--- src/rtl/pipe_pkg.sv ---
// pipe_pkg: shared state encodings and control-bit positions for pipeline stage registers
package pipe_pkg;
    localparam logic [1:0] ST_EMPTY = 2'd0;
    localparam logic [1:0] ST_ONE   = 2'd1;
    localparam logic [1:0] ST_TWO   = 2'd2;
    localparam int CTRL_REGWRITE = 0;
    localparam int CTRL_MEMTOREG = 1;
    localparam int CTRL_MEMREAD  = 2;
    localparam int CTRL_MEMWRITE = 3;
endpackage

--- src/rtl/pipe_entry_reg.sv ---
// pipe_entry_reg: loadable {ctrl, data, rd} payload register with async active-low clear
module pipe_entry_reg
    import pipe_pkg::*;
#(
    parameter int DATA_W    = 32,
    parameter int NUM_LANES = 2,
    parameter int CTRL_W    = 4,
    parameter int RD_W      = 5
) (
    input  logic                          clk_i,
    input  logic                          rst_n_i,
    input  logic                          load_i,
    input  logic [CTRL_W-1:0]             ctrl_i,
    input  logic [NUM_LANES*DATA_W-1:0]   data_i,
    input  logic [RD_W-1:0]               rd_i,
    output logic [CTRL_W-1:0]             ctrl_o,
    output logic [NUM_LANES*DATA_W-1:0]   data_o,
    output logic [RD_W-1:0]               rd_o
);
    logic [CTRL_W-1:0]           ctrl_q;
    logic [NUM_LANES*DATA_W-1:0] data_q;
    logic [RD_W-1:0]             rd_q;
    always_ff @(posedge clk_i or negedge rst_n_i) begin
        if (!rst_n_i) begin
            ctrl_q <= '0;
            data_q <= '0;
            rd_q   <= '0;
        end else if (load_i) begin
            ctrl_q <= ctrl_i;
            data_q <= data_i;
            rd_q   <= rd_i;
        end
    end
    assign ctrl_o = ctrl_q;
    assign data_o = data_q;
    assign rd_o   = rd_q;
endmodule

--- src/rtl/pipe_stage_skid.sv ---
// pipe_stage_skid: valid/ready pipeline register with 2-entry skid buffer, flush and bubble-safe ctrl
module pipe_stage_skid
    import pipe_pkg::*;
#(
    parameter int DATA_W    = 32,
    parameter int NUM_LANES = 2,
    parameter int CTRL_W    = 4,
    parameter int RD_W      = 5
) (
    input  logic                          clk_i,
    input  logic                          rst_n_i,
    input  logic                          start_i,
    input  logic                          flush_i,
    input  logic                          in_valid_i,
    output logic                          in_ready_o,
    input  logic [CTRL_W-1:0]             ctrl_i,
    input  logic [NUM_LANES*DATA_W-1:0]   data_i,
    input  logic [RD_W-1:0]               rd_i,
    output logic                          out_valid_o,
    input  logic                          out_ready_i,
    output logic [CTRL_W-1:0]             ctrl_o,
    output logic [NUM_LANES*DATA_W-1:0]   data_o,
    output logic [RD_W-1:0]               rd_o,
    output logic [1:0]                    occ_o
);
    logic [1:0] state_q, state_d;
    logic accept, drain, load_main, load_skid, main_from_skid;
    logic [CTRL_W-1:0]           main_ctrl, skid_ctrl, main_ctrl_d;
    logic [NUM_LANES*DATA_W-1:0] main_data, skid_data, main_data_d;
    logic [RD_W-1:0]             main_rd, skid_rd, main_rd_d;
    assign in_ready_o  = start_i & (state_q != ST_TWO) & ~flush_i;
    assign out_valid_o = start_i & (state_q != ST_EMPTY);
    assign accept      = in_valid_i & in_ready_o;
    assign drain       = out_valid_o & out_ready_i;
    always_ff @(posedge clk_i or negedge rst_n_i) begin
        if (!rst_n_i) state_q <= ST_EMPTY;
        else          state_q <= state_d;
    end
    always_comb begin
        state_d        = state_q;
        load_main      = 1'b0;
        load_skid      = 1'b0;
        main_from_skid = 1'b0;
        if (start_i && flush_i) begin
            state_d = ST_EMPTY;
        end else if (start_i) begin
            case (state_q)
                ST_EMPTY: begin
                    load_main = accept;
                    state_d   = accept ? ST_ONE : ST_EMPTY;
                end
                ST_ONE: begin
                    load_main = accept & drain;
                    load_skid = accept & ~drain;
                    state_d   = (accept & ~drain) ? ST_TWO : (drain & ~accept) ? ST_EMPTY : ST_ONE;
                end
                ST_TWO: begin
                    load_main      = drain;
                    main_from_skid = drain;
                    state_d        = drain ? ST_ONE : ST_TWO;
                end
                default: state_d = ST_EMPTY;
            endcase
        end
    end
    // Skid entry is older than any new input, so it refills main first
    assign main_ctrl_d = main_from_skid ? skid_ctrl : ctrl_i;
    assign main_data_d = main_from_skid ? skid_data : data_i;
    assign main_rd_d   = main_from_skid ? skid_rd   : rd_i;
    pipe_entry_reg #(.DATA_W(DATA_W), .NUM_LANES(NUM_LANES), .CTRL_W(CTRL_W), .RD_W(RD_W)) u_main (
        .clk_i(clk_i), .rst_n_i(rst_n_i), .load_i(load_main),
        .ctrl_i(main_ctrl_d), .data_i(main_data_d), .rd_i(main_rd_d),
        .ctrl_o(main_ctrl), .data_o(main_data), .rd_o(main_rd)
    );
    pipe_entry_reg #(.DATA_W(DATA_W), .NUM_LANES(NUM_LANES), .CTRL_W(CTRL_W), .RD_W(RD_W)) u_skid (
        .clk_i(clk_i), .rst_n_i(rst_n_i), .load_i(load_skid),
        .ctrl_i(ctrl_i), .data_i(data_i), .rd_i(rd_i),
        .ctrl_o(skid_ctrl), .data_o(skid_data), .rd_o(skid_rd)
    );
    assign ctrl_o = out_valid_o ? main_ctrl : '0;
    assign data_o = main_data;
    assign rd_o   = main_rd;
    assign occ_o  = state_q;
endmodule

--- config.mk ---
export PLATFORM = sky130hd
export DESIGN_NAME = pipe_stage_skid
export DESIGN_NICKNAME = d
export VERILOG_FILES = /design/src/rtl/pipe_pkg.sv /design/src/rtl/pipe_entry_reg.sv /design/src/rtl/pipe_stage_skid.sv
export SDC_FILE = /design/constraint.sdc
export NUM_CORES = 1
export LEC_CHECK = 0
export ABC_AREA = 1
export CELL_PAD_IN_SITES_DETAIL_PLACEMENT = 1
export CELL_PAD_IN_SITES_GLOBAL_PLACEMENT = 1
export CORE_MARGIN = 5
export CORE_UTILIZATION = 25
export CTS_CLUSTER_DIAMETER = 40
export DETAILED_ROUTE_END_ITERATION = 6
export GPL_ROUTABILITY_DRIVEN = 0
export GPL_TIMING_DRIVEN = 0
export HOLD_SLACK_MARGIN = 0.05
export PLACE_DENSITY = 0.67
export RECOVER_POWER = 100
export SLEW_MARGIN = 0
export SYNTH_ARGS = -nofsm -noshare
export SYNTH_HDL_FRONTEND = slang
export SYNTH_SLANG_ARGS = --single-unit
--- constraint.sdc ---
create_clock -name clk_i -period 2.55 [get_ports clk_i]
set_input_delay 0.51 -clock clk_i [delete_from_list [all_inputs] [get_ports clk_i]]
set_output_delay 0.51 -clock clk_i [all_outputs]
set_load 0.02 [all_outputs]
==> results.cfg <==
[outcome]
outcome = finished with violations
violations = capacitance limit, slew limit

[timing]
slew_violations = 69
fin_crit_ps = 2430
worst_pin_slew_ps = 1900
rsz0062_at_grt = no
fin_crit_sh_pct = 95.2
final_hold_viol_count = 0
relSlewSlack_pct = -26.5
setup_viol = 0
finalClockSkew_ps = 9.66
setup_tns_ps = 0
fmax_ghz = 0.412

[cells_and_area]
drive_gt1_share_pct = 7.99
diodes = 0
fin_nets = 1119
syn2layout_area_growth_pct = 40.1
fillers = 3144

[grt]
grt_overflow = 0
grt_pass1_vias = 6358
grt_max_degree = 81
grt_antenna_before_repair = 0
grtUsageTotal_pct = 14.9
grt_first_pass_wirelength_um = 34800

[clock_network]
cts_max_level = 4
clockRootBuffer = clkbuf_16
cts_made_buffers = 17
clkLatencyLatePin_ps = 420
cts_sinks = 148
cts_tree = built
clk_pin_slew_ps = 70
clockBufferDepth = 2
hold_buffers = 0

[place]
dp_hpwl_um = 15100
portBuffers = 155

[yosys]
ys.flop_type = dfrtp_1
synth-seq-cells = 148
yosys_warnings = 0
async_flop_share_pct = 100
yosysTopAreaCellShare_pct = 56.1
syn_area_um2 = 6600
seq_area_frac_synth_pct = 56.1
synth-edff-count = 0
synth_common_cells = 479 x nand2_1, 148 x dfrtp_1, 112 x o21ai_0, 48 x inv_1, 23 x buf_2
yosys-top-cells-area = dfrtp_1 56%, nand2_1 27%, o21ai_0 8.5%, inv_1 2.7%, buf_2 1.7%
synth_nets = 941
synth_cell_types = 21
syn_area_per_cell_um2 = 7.67
yosysMostFrequentCell = nand2_1
synthCells = 860
yosys.area.top_type = dfrtp_1

[power]
p_per_area_nw_per_um2 = 763
power_leakage_nw = 4.76
switching_power_mw = 2.28
power_frac_comb_pct = 23.0
seq_power_share_pct = 42.6
p_clk_share_pct = 34.4
total_power_mw = 7.05
p_sw_share_pct = 32.3
irDropWorstVdd_uv = 426
p_int_mw = 4.77

[worst_setup_path]
path_buf_inv = 5
critPathArrivalTime_ps = 2730
setup.worst_path.class = in -> reg
crit_family = buffers and inverters
cp-end-kind = flop
cpMostUsedCell = nand2_1
reg2reg_slack_ps = 330
crit_required_ps = 2860
slowest_stage = clkdlybuf4s50_1
r2r-start = occ_o[0]
path_max_fanout = 10
r2r-end = u_main.ctrl_o[1]
cp_cell_sequence = clkdlybuf4s50_1 -> inv_2 -> nor2_4 -> inv_1 -> nor3b_2 -> ha_1 -> nand2_1 -> nand2_1 -> inv_2 -> nand2_1 -> nand2_2 -> clkbuf_2 -> nand2_1 -> nand2_1
cp-startpoint = start_i
max_stage_delay_ps = 550
worstSetupStartpointType = input port
reg2reg_depth = 10

[floorplan]
start_util_pct = 25.3
dieHeight_um = 172
io_pins = 156
core_area_um2 = 26100
dieArea_um2 = 29700
dieWidth_um = 172
rows = 59

[min_path]
holdCritStartpoint = u_main.data_o[3]
min_to = u_main.data_o[3]
holdPathStages = 2
min_path_type = reg -> reg

[routing]
drtIter0Drc = 378
routedWlPerCell_um = 15.6
vias_per_cell = 4.35
vias = 6025
drc = 0
wirelength_um = 21600
first_pass_iters = 4
postRouteAntennaNets = 0

[job]
maxCapViolations = 1
[per-stage QoR]
stage                     instance area [um2]  hold WS, ps  utilization [%]  worst slack, ps  std cells
after global placement                   8570          462             32.9            -5670       1350
after CTS                                9240         64.4             35.4             21.7       1386
after floorplan                          6600          214                -              143        860
final                                    9240          476             35.5              124       1386
after detailed placement                 8600          465             33.0             -940       1351
after global routing                     9240          496             35.5             18.8       1386
[worst register-to-register path, cell delays in order (launching register included)]
cell and delay [ps]:
dfrtp_1 420, inv_2 130, nand4_1 130, buf_2 230, nor2_2 140, clkbuf_2 280, clkbuf_1 460, nand2_1 90
o21ai_0 130, nand2_1 90, nand2_1 60
[layer usage]
layer / wire length (um) / vias up / global-route usage, %
met5: 0 / - / 0
met4: 165 / 0 / 2.87
met3: 1050 / 13 / 3.20
met2: 10100 / 123 / 24.1
met1: 10300 / 2893 / 20.8
li1: - / 2996 / -
[power by group through the flow]
stage          registers, mW  logic (mW)  clock network (mW)
2_1_floorplan           3.39       0.420                   0
5_1_grt                 3.07        1.79                2.63
6_report                3.01        1.62                2.42
3_3_place_gp            3.06        1.72                   0
4_1_cts                 3.03        1.77                2.52
3_5_place_dp            3.06        1.75                   0
[cells in the final DEF (no fill, tap or decap), types with 2 or more instances in the layout]
| master | netlist | final |
|---|---|---|
| inv_2 | 3 | 3 |
| nand2_1 | 479 | 478 |
| o21ai_0 | 112 | 112 |
| buf_4 | 2 | 4 |
| clkbuf_16 | 0 | 17 |
| clkinv_4 | 0 | 2 |
| clkinvlp_4 | 0 | 4 |
| dlygate4sd3_1 | 0 | 71 |
| dfrtp_1 | 148 | 148 |
| nor2_1 | 7 | 7 |
| inv_6 | 0 | 6 |
| nand4_1 | 2 | 2 |
| clkbuf_1 | 20 | 13 |
| clkdlybuf4s50_1 | 0 | 77 |
| dlygate4sd2_1 | 0 | 5 |
| clkbuf_2 | 0 | 16 |
| clkinv_8 | 0 | 2 |
| buf_2 | 23 | 18 |
| ha_1 | 2 | 2 |
| inv_1 | 48 | 48 |
[registers in the layout, indices dropped and copies added (netlist names)]
signal,count
u_main.data_o,64
u_skid.data_o,64
u_main.rd_o,5
u_skid.rd_o,5
u_main.ctrl_o,4
u_skid.ctrl_o,4
occ_o,2
[cell families (layout without fill, tap and decap cells)]
kind of cell	count (synthesis)	after routing	share of synthesized area, %
adder cells (fa/ha/maj)	2	2	0.379
AND/OR/NAND/NOR	494	494	28.4
buffers and inverters	100	291	6.24
AO/OA/AOI/OAI	116	116	8.89
flip-flops	148	148	56.1
[final cells by class]
type	instances	area [um2]	area share [%]
clock inverter	15	141	1.53
multi-input combinational	612	2520	27.3
timing repair buffer	159	1600	17.3
inverter	52	199	2.15
tap	335	419	4.53
sequential	148	3700	40.1
buffer	48	239	2.59
clock buffer	17	425	4.60
[timing repair]
| action | CTS | global route |
|---|---|---|
| buffers inserted | 3 | 0 |
| pin swaps | 1 | 0 |
| gates resized for setup | 19 | 13 |
| setup endpoints to repair | 152 | 70 |
[worst max-delay path by stage]
stage	cells after the start	endpoint
after CTS	9	occ_o[1]
after floorplan	8	occ_o[1]
after detailed placement	9	u_skid.ctrl_o[3]
after global routing	14	u_main.data_o[18]
after global placement	1	u_main.data_o[26]
final	14	u_main.data_o[21]
(Power assumes the default switching activity.)
